$ cat src/rtl/vga_dispatch_pkg.sv
// Shared encodings for the instruction dispatcher.
//   S_*  : dispatcher FSM states (IDLE, ISSUE, WAIT)
//   ST_* : status_code values reported to the CPU interface
package vga_dispatch_pkg;

  localparam logic [1:0] S_IDLE  = 2'd0;
  localparam logic [1:0] S_ISSUE = 2'd1;
  localparam logic [1:0] S_WAIT  = 2'd2;

  localparam logic [1:0] ST_OK       = 2'd0;
  localparam logic [1:0] ST_ENG_ERR  = 2'd1;
  localparam logic [1:0] ST_UNMAPPED = 2'd2;
  localparam logic [1:0] ST_TIMEOUT  = 2'd3;

endpackage

$ cat src/rtl/dispatch_watchdog.sv
// Saturating cycle counter that flags when an engine has been waited on for
// too long.
//   clk     in  rising-edge clock
//   rst     in  asynchronous active-high reset
//   clear   in  restart the count from 0
//   enable  in  count this cycle (one WAIT cycle)
//   expired out count has reached TIMEOUT_CYCLES-1; held until clear
module dispatch_watchdog #(
  parameter int TIMEOUT_CYCLES = 65535
) (
  input  logic clk,
  input  logic rst,
  input  logic clear,
  input  logic enable,
  output logic expired
);

  // The last value reached is TIMEOUT_CYCLES-1, which always fits here.
  localparam int CNT_W = $clog2(TIMEOUT_CYCLES);
  localparam logic [CNT_W-1:0] LAST = CNT_W'(TIMEOUT_CYCLES - 1);

  logic [CNT_W-1:0] count;

  assign expired = (count == LAST);

  // NOTE: sequential state is updated with non-blocking assignments so every
  // flop samples pre-edge values regardless of block ordering.
  always_ff @(posedge clk or posedge rst) begin
    if (rst) begin
      count <= '0;
    end else if (clear) begin
      count <= '0;
    end else if (enable && !expired) begin
      // Saturates at LAST; it never wraps back to zero.
      count <= count + CNT_W'(1);
    end
  end

endmodule

$ cat src/rtl/instruction_dispatcher.sv
// Routes instruction-start commands to one of NUM_ENGINES engines by opcode
// group, tracks one outstanding instruction, and reports sticky status.
//   clk_25mhz, reset          clock / asynchronous active-high reset
//   cmd_valid, cmd_opcode     one-cycle command from the CPU interface
//   abort                     cancel the outstanding instruction
//   cmd_ready                 high while IDLE
//   eng_start, eng_opcode     one-hot start pulse and latched opcode to engines
//   eng_busy/finished/error/result  per-engine handshake and result inputs
//   status_busy/finished/error/code/overrun, result   status back to the CPU
module instruction_dispatcher
  import vga_dispatch_pkg::*;
#(
  parameter int NUM_ENGINES    = 2,
  parameter int OPCODE_W       = 8,
  parameter int GROUP_BITS     = 4,
  parameter int RESULT_W       = 16,
  parameter int TIMEOUT_CYCLES = 65535
) (
  input  logic                          clk_25mhz,
  input  logic                          reset,
  input  logic                          cmd_valid,
  input  logic [OPCODE_W-1:0]           cmd_opcode,
  input  logic                          abort,
  output logic                          cmd_ready,
  output logic [NUM_ENGINES-1:0]        eng_start,
  output logic [OPCODE_W-1:0]           eng_opcode,
  input  logic [NUM_ENGINES-1:0]        eng_busy,
  input  logic [NUM_ENGINES-1:0]        eng_finished,
  input  logic [NUM_ENGINES-1:0]        eng_error,
  input  logic [NUM_ENGINES*RESULT_W-1:0] eng_result,
  output logic                          status_busy,
  output logic                          status_finished,
  output logic                          status_error,
  output logic [1:0]                    status_code,
  output logic                          status_overrun,
  output logic [RESULT_W-1:0]           result
);

  localparam int SEL_W = OPCODE_W - GROUP_BITS;
  localparam int ENG_W = (NUM_ENGINES > 1) ? $clog2(NUM_ENGINES) : 1;

  logic [1:0]          state;
  logic [ENG_W-1:0]    sel_q;
  logic                wait_first;
  logic [SEL_W-1:0]    sel_full;
  logic                mapped;
  logic                sel_finished;
  logic                sel_error;
  logic [RESULT_W-1:0] sel_result;
  logic                wd_expired;

  // Engine busy is informational only; nothing in the dispatcher depends on it.
  logic unused_busy;
  assign unused_busy = ^eng_busy;

  // Extra leading zero so NUM_ENGINES == 2**SEL_W still compares correctly.
  assign sel_full = cmd_opcode[OPCODE_W-1:GROUP_BITS];
  assign mapped   = ({1'b0, sel_full} < (SEL_W + 1)'(NUM_ENGINES));

  assign sel_finished = eng_finished[sel_q];
  assign sel_error    = eng_error[sel_q];
  assign sel_result   = eng_result[int'(sel_q) * RESULT_W +: RESULT_W];

  assign cmd_ready   = (state == S_IDLE);
  assign status_busy = (state != S_IDLE);

  // NOTE: every signal written in always_comb gets a default first, so no
  // path through the block can leave it unassigned and infer a latch.
  always_comb begin
    eng_start = '0;
    if (state == S_ISSUE) eng_start[sel_q] = 1'b1;
  end

  dispatch_watchdog #(
    .TIMEOUT_CYCLES (TIMEOUT_CYCLES)
  ) u_watchdog (
    .clk     (clk_25mhz),
    .rst     (reset),
    .clear   (state == S_ISSUE),
    .enable  (state == S_WAIT),
    .expired (wd_expired)
  );

  // NOTE: every flop here, including the captured result, is put in the
  // reset branch: the CPU reads result and status right after reset.
  always_ff @(posedge clk_25mhz or posedge reset) begin
    if (reset) begin
      state           <= S_IDLE;
      sel_q           <= '0;
      wait_first      <= 1'b0;
      eng_opcode      <= '0;
      status_finished <= 1'b0;
      status_error    <= 1'b0;
      status_code     <= ST_OK;
      status_overrun  <= 1'b0;
      result          <= '0;
    end else begin
      if (cmd_valid && state != S_IDLE) status_overrun <= 1'b1;

      case (state)
        S_IDLE: begin
          if (cmd_valid) begin
            status_overrun <= 1'b0;
            if (mapped) begin
              eng_opcode      <= cmd_opcode;
              sel_q           <= sel_full[ENG_W-1:0];
              status_finished <= 1'b0;
              status_error    <= 1'b0;
              status_code     <= ST_OK;
              state           <= S_ISSUE;
            end else begin
              // Unmapped opcodes complete immediately with an error.
              status_finished <= 1'b1;
              status_error    <= 1'b1;
              status_code     <= ST_UNMAPPED;
            end
          end
        end

        S_ISSUE: begin
          wait_first <= 1'b1;
          if (abort) begin
            status_finished <= 1'b1;
            status_error    <= 1'b1;
            status_code     <= ST_TIMEOUT;
            state           <= S_IDLE;
          end else begin
            state <= S_WAIT;
          end
        end

        S_WAIT: begin
          wait_first <= 1'b0;
          // The engine may still show the previous finished level during the
          // first WAIT cycle; finish then takes priority over abort/timeout.
          if (!wait_first && sel_finished) begin
            result          <= sel_result;
            status_finished <= 1'b1;
            status_error    <= sel_error;
            status_code     <= sel_error ? ST_ENG_ERR : ST_OK;
            state           <= S_IDLE;
          end else if (abort || wd_expired) begin
            status_finished <= 1'b1;
            status_error    <= 1'b1;
            status_code     <= ST_TIMEOUT;
            state           <= S_IDLE;
          end
        end

        default: state <= S_IDLE;
      endcase
    end
  end

endmodule

$ cat config.mk
export PLATFORM = sky130hd
export DESIGN_NAME = instruction_dispatcher
export DESIGN_NICKNAME = d
export VERILOG_FILES = /design/src/rtl/vga_dispatch_pkg.sv /design/src/rtl/dispatch_watchdog.sv /design/src/rtl/instruction_dispatcher.sv
export SDC_FILE = /design/constraint.sdc
export NUM_CORES = 1
export LEC_CHECK = 0
export ABC_AREA = 1
export BUFFER_PORTS_ARGS = -buffer_cell sky130_fd_sc_hd__buf_2
export CORE_ASPECT_RATIO = 0.5
export CORE_MARGIN = 5
export CORE_UTILIZATION = 55
export CTS_CLUSTER_DIAMETER = 150
export DETAILED_ROUTE_END_ITERATION = 12
export MAX_ROUTING_LAYER = met4
export PLACE_DENSITY = 0.92
export SYNTH_ARGS = -nofsm -noshare
export SYNTH_HDL_FRONTEND = slang
export SYNTH_SLANG_ARGS = --single-unit
$ cat constraint.sdc
create_clock -name clk_25mhz -period 4.5 [get_ports clk_25mhz]
set_clock_uncertainty 0.1 [all_clocks]
set_input_delay 0.675 -clock clk_25mhz [delete_from_list [all_inputs] [get_ports clk_25mhz]]
set_output_delay 0.675 -clock clk_25mhz [all_outputs]
set_load 0.03 [all_outputs]
==> impl_metrics.csv <==
group,metric,value,unit
grt,grtUsageTotal,0.215,
grt,antenna_found_initial,0,
timing,setup_viol,0,
route,drc,0,
timing,rsz0062_at_grt,"no",
floorplanning,die_area,0.00638,mm²
setup_path,cp-start-kind,"flop",
pwr,power,1.98,mW
timing,worst_slack,1.98,ns
pwr,power_leakage,1.76,nW
route,via_per_inst,5.29,
worst_hold_path,min_path_type,"reg2reg",
final_layout,nets,475,
timing,slew_headroom,0.338,
setup_path,end_kind,"primary output",
floorplanning,die_h,59.0,µm
clocking,post_cts_buffers,0,
logic_synthesis,synth_seq_cells,48,
setup_path,cp.required,3.72,ns
status,status,"finished clean",
logic_synthesis,synth_common_cells,"nand2_1 (106), nor2_1 (54), dfrtp_1 (48), inv_1 (28), o21ai_0 (21)",
setup_path,worst-path-max-fanout,15,
clocking,clk_pin_slew_worst_paths,0.10,ns
setup_path,r2r_slack,2.18,ns
setup_path,reg2reg_depth,8,
logic_synthesis,synth_edf_count,0,
final_layout,final-seq-area,0.00120,mm²
logic_synthesis,synthArstFlopShare,1.00,
grt,grt_max_degree,49,
clocking,cts.sink_count,48,
pwr,powerDensity,623,mW/mm²
clocking,clockBufferDepth,2,
logic_synthesis,synth.area.top_cells,"dfrtp_1 (45%), nand2_1 (15%), nor2_1 (7.7%)",
grt,grt_pass1_vias,2435,
place,dp_hpwl,4600,µm
logic_synthesis,yosys.area.top_type_share,0.455,
route,drt_iter0_drc,112,
logic_synthesis,seq_area_frac_synth,0.455,
logic_synthesis,synthesis.nets,401,
timing,setup-tns-final,0,ns
timing,timing.final.max_slew_violations,0,
place,gp_congestion,0.872,
logic_synthesis,yosysMostFrequentCell,"nand2_1",
place,placed_cell_area,0.00306,mm²
final_layout,multi_input_area,0.00124,mm²
worst_hold_path,hp-start,"status_finished",
timing,period_needed,2.52,ns
timing,tightest_slew,0.992,ns
clocking,cts-root-buf,"clkbuf_8",
clocking,cts_buffers,5,
clocking,clk_latency,0.31,ns
setup_path,r2r-end,"status_code[1]",
job,drv_cap,0,
setup_path,worstSetupPathType,"reg2out",
final_layout,drive_above_1_share,0.238,
route,num_vias,2571,
grt,gr-total-overflow,0,
grt,grt_pass1_wl,10600,µm
logic_synthesis,netlist_instances,345,
pwr,irDropWorstVdd,0.391,mV
place,io_buffers,80,
timing,hold_violations,0,
final_layout,finalInstanceArea,0.00318,mm²
route,routedWlPerCell,13.2,µm
final_layout,synthToLayoutAreaGrowth,20.2,%
worst_hold_path,hold_depth,2,
floorplanning,dieWidth,108,µm
logic_synthesis,ys.flop_type,"dfrtp_1",
setup_path,worst_r2r_startpoint,"state[0]",
route,wl,6440,µm
logic_synthesis,netlist_area,0.00264,mm²
clocking,cts_tree,"built",
logic_synthesis,yosysTopAreaCell,"dfrtp_1",
final_layout,antenna_cells,0,
timing,fmax,398,MHz
route,ant_nets,0,
worst_hold_path,hold_path_end,"status_finished",
timing,fin_crit_sh,0.559,
place,place_ws,2.25,ns
logic_synthesis,yosys_warnings,0,
floorplanning,start_util,0.586,
floorplanning,coreArea,0.00451,mm²
setup_path,arrival,1.74,ns
route,firstDrtPassIters,4,
final_layout,fill_cells,382,
clocking,ctsResizeCount,0,
floorplanning,placementRows,17,
logic_synthesis,syn_avg_cell_area,7.66,µm²
floorplanning,io_pins,83,
logic_synthesis,synth_cell_types,25,
clocking,hold_buffers,0,
clocking,h-tree-depth,2,
## per-layer routing
metal	share of wire	up-vias	global-route usage
met2	0.49	87	0.361
met4	0.016	0	0.0719
met3	0.048	12	0.0359
li1	-	1268	-
met1	0.44	1204	0.269
met5	0	-	-
## worst max path at each step
stage / from / end / slack [ns] / depth (start not counted)
final: state[1] / eng_start[0] / 1.98 / 5
after CTS: state[1] / eng_start[0] / 2.00 / 5
after floorplan: state[1] / eng_start[0] / 2.28 / 6
after global routing: state[1] / eng_start[0] / 1.79 / 5
after global placement: eng_finished[1] / status_error / 2.29 / 8
after detailed placement: state[0] / status_code[0] / 2.25 / 8
## worst max-delay path: stages (launching register included)
cell	delay (ns)
dfrtp_1	0.43
inv_1	0.10
ha_1	0.35
inv_2	0.22
nor2_1	0.12
buf_2	0.21
## kinds of logic (layout without fill, tap and decap cells)
group,after synthesis,in the layout,share of synthesized area
AND/OR/NAND/NOR,194,194,0.304
flip-flops,48,48,0.455
buffers and inverters,46,121,0.0767
AO/OA/AOI/OAI,44,44,0.114
XOR/XNOR,7,7,0.0232
adder cells (fa/ha/maj),6,6,0.0284
## power breakdown
part	switching [mW]	leakage, nW	internal [mW]
registers	0.0738	0.627	0.560
clock network	0.156	0.0614	0.182
logic	0.737	1.07	0.271
## area by class of cell
class,count,share of cell area
Tap cell,66,0.0260
Inverter,32,0.0394
Clock inverter,2,0.0122
Clock buffer,6,0.0260
Timing Repair Buffer,81,0.128
Multi-Input combinational cell,251,0.390
Sequential cell,48,0.378
## layout by cell type (no fill, tap or decap)
| cell | n |
|---|---|
| xnor2_1 | 2 |
| nor2_1 | 54 |
| buf_2 | 80 |
| inv_2 | 4 |
| dfrtp_1 | 48 |
| nand3_1 | 17 |
| inv_1 | 27 |
| nand2_2 | 3 |
| nand2_1 | 106 |
| ha_1 | 6 |
| a21oi_1 | 1 |
| o21ai_0 | 21 |
| clkinv_4 | 1 |
| nand4_1 | 12 |
| inv_6 | 1 |
| a211oi_2 | 1 |
| bufinv_16 | 1 |
| nand2_4 | 1 |
| buf_4 | 1 |
| clkbuf_8 | 6 |
| o41ai_1 | 16 |
| xor2_1 | 5 |
| o21a_1 | 1 |
| a21o_1 | 1 |
| nor2_4 | 1 |
| o21bai_1 | 3 |
## stage by stage
stage / std cells / utilization / hold slack, ns
floorplan: 345 / - / 0.353
global placement: 478 / 0.678 / 0.349
detailed placement: 478 / 0.678 / 0.357
CTS: 486 / 0.704 / 0.379
global route: 486 / 0.704 / 0.403
finish: 486 / 0.704 / 0.377
## sequential cells by signal, indices dropped and copies added, names as in the netlist, named ones only
signal            cells
status_finished       1
status_code           2
eng_opcode            8
result               16
status_error          1
state                 2
u_watchdog.count     16
wait_first            1
No activity file was read; power rests on OpenSTA's default activity.
